==> src/rtl/fec_error_stats.sv <==
// fec_error_stats: FEC pre/post bit-error, frame-error and per-frame error histogram statistics
// Ports: clk, rst (async, active high); en/clear/target_frames run control;
//   in_valid/frame_last/lane_err_pre/lane_err_post sample input (lane i at [i*ERR_W +: ERR_W]);
//   busy/done status; total_bits/total_bit_errors_pre/total_bit_errors_post/total_frames/total_frame_errors
//   saturating counters; hist_rd_idx/hist_rd_data registered histogram read port.
// Build option: define FEC_STATS_HIST_EN to build the histogram; otherwise hist_rd_data is constant 0.
module fec_error_stats #(
  parameter int N_LANES   = 4,
  parameter int LANE_W    = 64,
  parameter int ERR_W     = 7,
  parameter int CNT_W     = 64,
  parameter int HIST_BINS = 16
) (
  input  logic                         clk,
  input  logic                         rst,
  input  logic                         en,
  input  logic                         clear,
  input  logic [CNT_W-1:0]             target_frames,
  input  logic                         in_valid,
  input  logic                         frame_last,
  input  logic [N_LANES*ERR_W-1:0]     lane_err_pre,
  input  logic [N_LANES*ERR_W-1:0]     lane_err_post,
  output logic                         busy,
  output logic                         done,
  output logic [CNT_W-1:0]             total_bits,
  output logic [CNT_W-1:0]             total_bit_errors_pre,
  output logic [CNT_W-1:0]             total_bit_errors_post,
  output logic [CNT_W-1:0]             total_frames,
  output logic [CNT_W-1:0]             total_frame_errors,
  input  logic [$clog2(HIST_BINS)-1:0] hist_rd_idx,
  output logic [CNT_W-1:0]             hist_rd_data
);
  localparam int IDX_W = $clog2(HIST_BINS);
  typedef enum logic [1:0] {S_IDLE, S_RUN, S_DONE} state_t;
  state_t r_state;
  logic r_busy, r_done;
  logic [CNT_W-1:0] r_bits, r_pre, r_post, r_frames, r_ferr, r_acc;
  logic [CNT_W-1:0] w_pre_sum, w_post_sum, w_frame_tot, w_frames_nxt;
  logic w_acc, w_last;

  function automatic logic [CNT_W-1:0] sat_add(input logic [CNT_W-1:0] a, input logic [CNT_W-1:0] b);
    logic [CNT_W:0] s;
    s = {1'b0, a} + {1'b0, b};
    return s[CNT_W] ? '1 : s[CNT_W-1:0];
  endfunction

  // A lane can never report more errors than it carried bits, so each lane is clamped before summing.
  function automatic logic [CNT_W-1:0] clamp_sum(input logic [N_LANES*ERR_W-1:0] v);
    int s;
    s = 0;
    for (int i = 0; i < N_LANES; i++)
      s += (int'(v[i*ERR_W +: ERR_W]) > LANE_W) ? LANE_W : int'(v[i*ERR_W +: ERR_W]);
    return CNT_W'(s);
  endfunction

  assign w_acc        = (r_state == S_RUN) && in_valid;
  assign w_last       = w_acc && frame_last;
  assign w_pre_sum    = clamp_sum(lane_err_pre);
  assign w_post_sum   = clamp_sum(lane_err_post);
  assign w_frame_tot  = sat_add(r_acc, w_post_sum);
  assign w_frames_nxt = w_last ? sat_add(r_frames, CNT_W'(1)) : r_frames;

  always_ff @(posedge clk or posedge rst) begin
    if (rst) begin
      r_state  <= S_IDLE;
      r_busy   <= 1'b0;
      r_done   <= 1'b0;
      r_bits   <= '0;
      r_pre    <= '0;
      r_post   <= '0;
      r_frames <= '0;
      r_ferr   <= '0;
      r_acc    <= '0;
    end else if (clear) begin
      r_state  <= S_IDLE;
      r_busy   <= 1'b0;
      r_done   <= 1'b0;
      r_bits   <= '0;
      r_pre    <= '0;
      r_post   <= '0;
      r_frames <= '0;
      r_ferr   <= '0;
      r_acc    <= '0;
    end else begin
      if (w_acc) begin
        r_bits <= sat_add(r_bits, CNT_W'(N_LANES * LANE_W));
        r_pre  <= sat_add(r_pre, w_pre_sum);
        r_post <= sat_add(r_post, w_post_sum);
        r_acc  <= frame_last ? '0 : w_frame_tot;
      end
      r_frames <= w_frames_nxt;
      r_ferr   <= (w_last && w_frame_tot != '0) ? sat_add(r_ferr, CNT_W'(1)) : r_ferr;
      case (r_state)
        S_IDLE: if (en) begin
          r_state <= S_RUN;
          r_busy  <= 1'b1;
        end
        S_RUN: if (target_frames != '0 && w_frames_nxt >= target_frames) begin
          r_state <= S_DONE;
          r_busy  <= 1'b0;
          r_done  <= 1'b1;
        end else if (!en) begin
          r_state <= S_IDLE;
          r_busy  <= 1'b0;
        end
        S_DONE: if (!en) begin
          r_state <= S_IDLE;
          r_done  <= 1'b0;
        end
        default: begin
          r_state <= S_IDLE;
          r_busy  <= 1'b0;
          r_done  <= 1'b0;
        end
      endcase
    end
  end

  assign busy                  = r_busy;
  assign done                  = r_done;
  assign total_bits            = r_bits;
  assign total_bit_errors_pre  = r_pre;
  assign total_bit_errors_post = r_post;
  assign total_frames          = r_frames;
  assign total_frame_errors    = r_ferr;

`ifdef FEC_STATS_HIST_EN
  logic [CNT_W-1:0] r_hist [HIST_BINS];
  logic [CNT_W-1:0] r_hist_rd;
  logic [IDX_W-1:0] w_bin;
  logic [CNT_W-1:0] w_bin_nxt;

  // HIST_BINS is a power of two, so the top bin index is all-ones.
  assign w_bin     = (w_frame_tot >= CNT_W'(HIST_BINS - 1)) ? '1 : w_frame_tot[IDX_W-1:0];
  assign w_bin_nxt = sat_add(r_hist[w_bin], CNT_W'(1));

  always_ff @(posedge clk or posedge rst) begin
    if (rst) begin
      for (int i = 0; i < HIST_BINS; i++) r_hist[i] <= '0;
      r_hist_rd <= '0;
    end else if (clear) begin
      for (int i = 0; i < HIST_BINS; i++) r_hist[i] <= '0;
      r_hist_rd <= '0;
    end else begin
      if (w_last) r_hist[w_bin] <= w_bin_nxt;
      // Forward a same-cycle update so the read returns the bin's new value.
      r_hist_rd <= (w_last && w_bin == hist_rd_idx) ? w_bin_nxt : r_hist[hist_rd_idx];
    end
  end

  assign hist_rd_data = r_hist_rd;
`else
  logic w_unused_idx;
  assign w_unused_idx = ^hist_rd_idx;
  assign hist_rd_data = '0;
`endif
endmodule

==> config.mk <==
export PLATFORM = sky130hd
export DESIGN_NAME = fec_error_stats
export DESIGN_NICKNAME = d
export VERILOG_FILES = /design/src/rtl/fec_error_stats.sv
export SDC_FILE = /design/constraint.sdc
export NUM_CORES = 1
export LEC_CHECK = 0
export ABC_AREA = 0
export CAP_MARGIN = 20
export CORE_MARGIN = 4
export CORE_UTILIZATION = 23
export CTS_CLUSTER_DIAMETER = 100
export DETAILED_ROUTE_END_ITERATION = 8
export SYNTH_ARGS = -nofsm -noshare
export SYNTH_HDL_FRONTEND = slang
export SYNTH_SLANG_ARGS = --single-unit
==> constraint.sdc <==
create_clock -name clk -period 36.8 [get_ports clk]
set_input_delay 11.04 -clock clk [delete_from_list [all_inputs] [get_ports clk]]
set_output_delay 11.04 -clock clk [all_outputs]
set_load 0.005 [all_outputs]
==> flow_summary.ini <==
[cts]
clock-sinks = 381
ctsHoldBuffers = 0
cts_resized = 0
cts_tree = yes
htree_levels = 2
clkLatencyLatePin_ns = 0.64
cts_buffer_depth = 3
clkSlewWorstSetupHoldPaths_ns = 0.06
post_cts_buffers = 0
numCtsBuffers = 51
cts-root-buf = clkbuf_16

[setup_path]
crit_family = simple AND/OR/NAND/NOR gates
crit_type = in -> reg
startpoint_type = primary input
crit_fanout = 36
cp.required_ns = 37.32
rr_startpoint = r_state[1]$_DFFE_PP0P_
arrival_ns = 18.89
rrSetupSlack_ns = 29.23
r2r_end = r_state[1]$_DFFE_PP0P_
rr_worst_depth = 21
slowest_stage = nor4b_1
slowest_delay_ns = 0.73
end_kind = register
path_buf_inv = 3

[yosys]
synthArstFlopShare_pct = 100.0
synth_top_area_share_pct = 35.34
synth_flop_cell = dfrtp_1
synth.distinct_cells = 87
syn_area_um2 = 26980
netlist_top_cells_count = 381 x dfrtp_1, 349 x nand2_1, 241 x o21ai_0, 231 x nor2_1, 218 x a21oi_1
synth_area_leaders = dfrtp_1 35%, ha_1 5.0%, nand2_1 4.9%
yosys_warnings = 0
ys_ff_latch = 381
synth_top_area_cell = dfrtp_1
yosysMostFrequentCell = dfrtp_1
ys_seq_area_share_pct = 35.34
avgSynthCellArea_um2 = 8.211
syn_inst = 3286
synth_edf_count = 0

[placed_design]
dp_hpwl_um = 80680
dpl_cell_area_um2 = 32710
post-place-ws_ns = 18.03
portBuffers = 447
gp_congestion = 0.9506

[routing]
initialDrtViolationCount = 2423
num_vias = 27090
routed_wirelength_um = 109800
ant_nets = 0
drc_errors = 0
wl_per_cell_um = 21.10
vias_per_cell = 5.207
drtPass1Iterations = 7

[global_route]
grt_pass1_wl_um = 164300
antenna_found_initial = 2
grt_usage_pct = 17.09
grt_max_degree = 145
grt_pass1_vias = 25620
grt-ovfl-total = 0

[floorplan]
rows = 125
die_w_um = 350.5
start_util_pct = 23.19
io-pin-count = 516
dieArea_um2 = 122900
die_y_um = 350.5
core_um2 = 116400

[sta]
hold_viol_final = 0
setup_violations = 0
fin_ws_ns = 18.43
slew_headroom_pct = 24.08
whs_ns = 0.4753
timing.fmax_ghz = 0.05444
fin_tns_setup_ns = 0
rsz0062_at_grt = false
period_minus_slack_ns = 18.37
tightest_slew_ns = 1.130
clock_skew_ns = 0.02499
slew_violations = 0
finalCritPeriodShare_pct = 49.91

[finish]
fin_nets = 3913
nFillCells = 12400
stdcell_area_um2 = 34420
area_growth_pct = 27.56
final_util_pct = 29.58
drive_above_1_share_pct = 4.515

[job]
maxCapViolCount = 0

[min_path]
min_to = r_acc[3]$_DFFE_PP0P_
hold_path.class = reg -> reg
hold_start = r_acc[3]$_DFFE_PP0P_
whs_path_depth = 2

[power_and_ir_drop]
p_leak_nw = 14.28
cellPowerDensity_nw_per_um2 = 31.45
vdd_drop_max_mv = 0.04001

[outcome]
status = completed
-- layout by cell type, fill, tap and decap left out, drive strengths merged, types with 10 or more instances in the layout --
cell type | netlist | layout
nor2b | 50 | 50
buf | 91 | 35
ha | 107 | 107
a211o | 13 | 13
conb | 1 | 64
nand2 | 349 | 349
nand2b | 12 | 12
a211oi | 53 | 53
nor4 | 57 | 57
xor2 | 88 | 88
o31ai | 10 | 10
a41oi | 21 | 21
or4 | 14 | 14
and3 | 95 | 95
and2 | 41 | 41
a31oi | 81 | 81
inv | 170 | 172
clkbuf | 152 | 73
a311oi | 53 | 53
a21o | 36 | 36
or2 | 14 | 14
nand3 | 159 | 159
o22ai | 11 | 11
o21a | 10 | 10
or3 | 16 | 16
and4 | 36 | 36
clkdlybuf4s50 | 0 | 446
o21ai | 246 | 246
xnor2 | 72 | 72
nor2 | 233 | 233
dfrtp | 381 | 381
a21oi | 218 | 218
fa | 36 | 36
nor3 | 137 | 137
nand4 | 101 | 101
-- layer usage --
| layer | GRT usage [%] | vias up | part of all wire (%) |
|---|---|---|---|
| met1 | 22.09 | 13300 | 42 |
| li1 | - | 12530 | - |
| met3 | 4.954 | 196 | 9.2 |
| met2 | 26.95 | 1059 | 45 |
| met5 | 0 | - | 0 |
| met4 | 6.553 | 0 | 4.2 |
-- sequential cells by signal (all words and copies together) (netlist names) --
register / cells
total_bits: 57
total_bit_errors_pre: 64
total_frames: 64
r_acc: 64
busy: 1
total_bit_errors_post: 64
done: 1
r_state: 2
total_frame_errors: 64
-- final cells by class --
cell class / count / area, µm² / area share (%)
Multi-Input combinational cell: 2554 / 15890 / 46.16
Sequential cell: 381 / 9534 / 27.70
Timing Repair Buffer: 481 / 4771 / 13.86
Tap cell: 1524 / 1907 / 5.540
Clock buffer: 73 / 1500 / 4.359
Inverter: 171 / 649.4 / 1.887
Clock inverter: 17 / 167.7 / 0.4871
Antenna cell: 1 / 2.502 / 0.007271
-- how the worst max path moves through the flow --
| stage | to | slack, ns | startpoint | cells after the start |
|---|---|---|---|---|
| final | total_frame_errors[48]$_DFFE_PP0P_ | 18.43 | lane_err_post[6] | 25 |
| after global routing | total_frame_errors[57]$_DFFE_PP0P_ | 18.14 | lane_err_post[6] | 25 |
| after CTS | total_frame_errors[48]$_DFFE_PP0P_ | 18.66 | lane_err_post[6] | 25 |
| after detailed placement | total_frame_errors[39]$_DFFE_PP0P_ | 18.03 | lane_err_post[6] | 25 |
| after global placement | total_frame_errors[17]$_DFFE_PP0P_ | 18.03 | lane_err_post[6] | 25 |
| after floorplan | busy$_DFFE_PP0P_ | 15.17 | rst | 1 |
-- logic make-up after synthesis --
| logic type | count (synthesis) | share of synthesized area (%) |
|---|---|---|
| AND/OR/NAND/NOR | 1339 | 25.02 |
| AO/OA/AOI/OAI | 835 | 19.47 |
| buffers and inverters | 414 | 6.826 |
| flip-flops | 381 | 35.34 |
| XOR/XNOR | 160 | 5.194 |
| adder cells (fa/ha/maj) | 143 | 7.633 |
| multiplexers | 13 | 0.5054 |
| other | 1 | 0.01390 |
-- tightest hold or removal path, stage by stage (launching register included) --
cell and delay (ns):
dfrtp_1 0.35, nand2_1 0.05, nand2_1 0.05
-- through the flow --
step                power (mW)  std cells
floorplan               0.5339       3349
global placement        0.5842       5109
detailed placement      0.5861       5109
CTS                      1.097       5199
global route             1.133       5201
finish                   1.082       5202
-- report_power, final --
part	total (mW)	internal, mW	switching (mW)
clock	0.502	0.290	0.212
combinational	0.157	0.0591	0.0975
sequential	0.424	0.421	0.00237
Note: power is estimated with default switching activity, not from simulation.
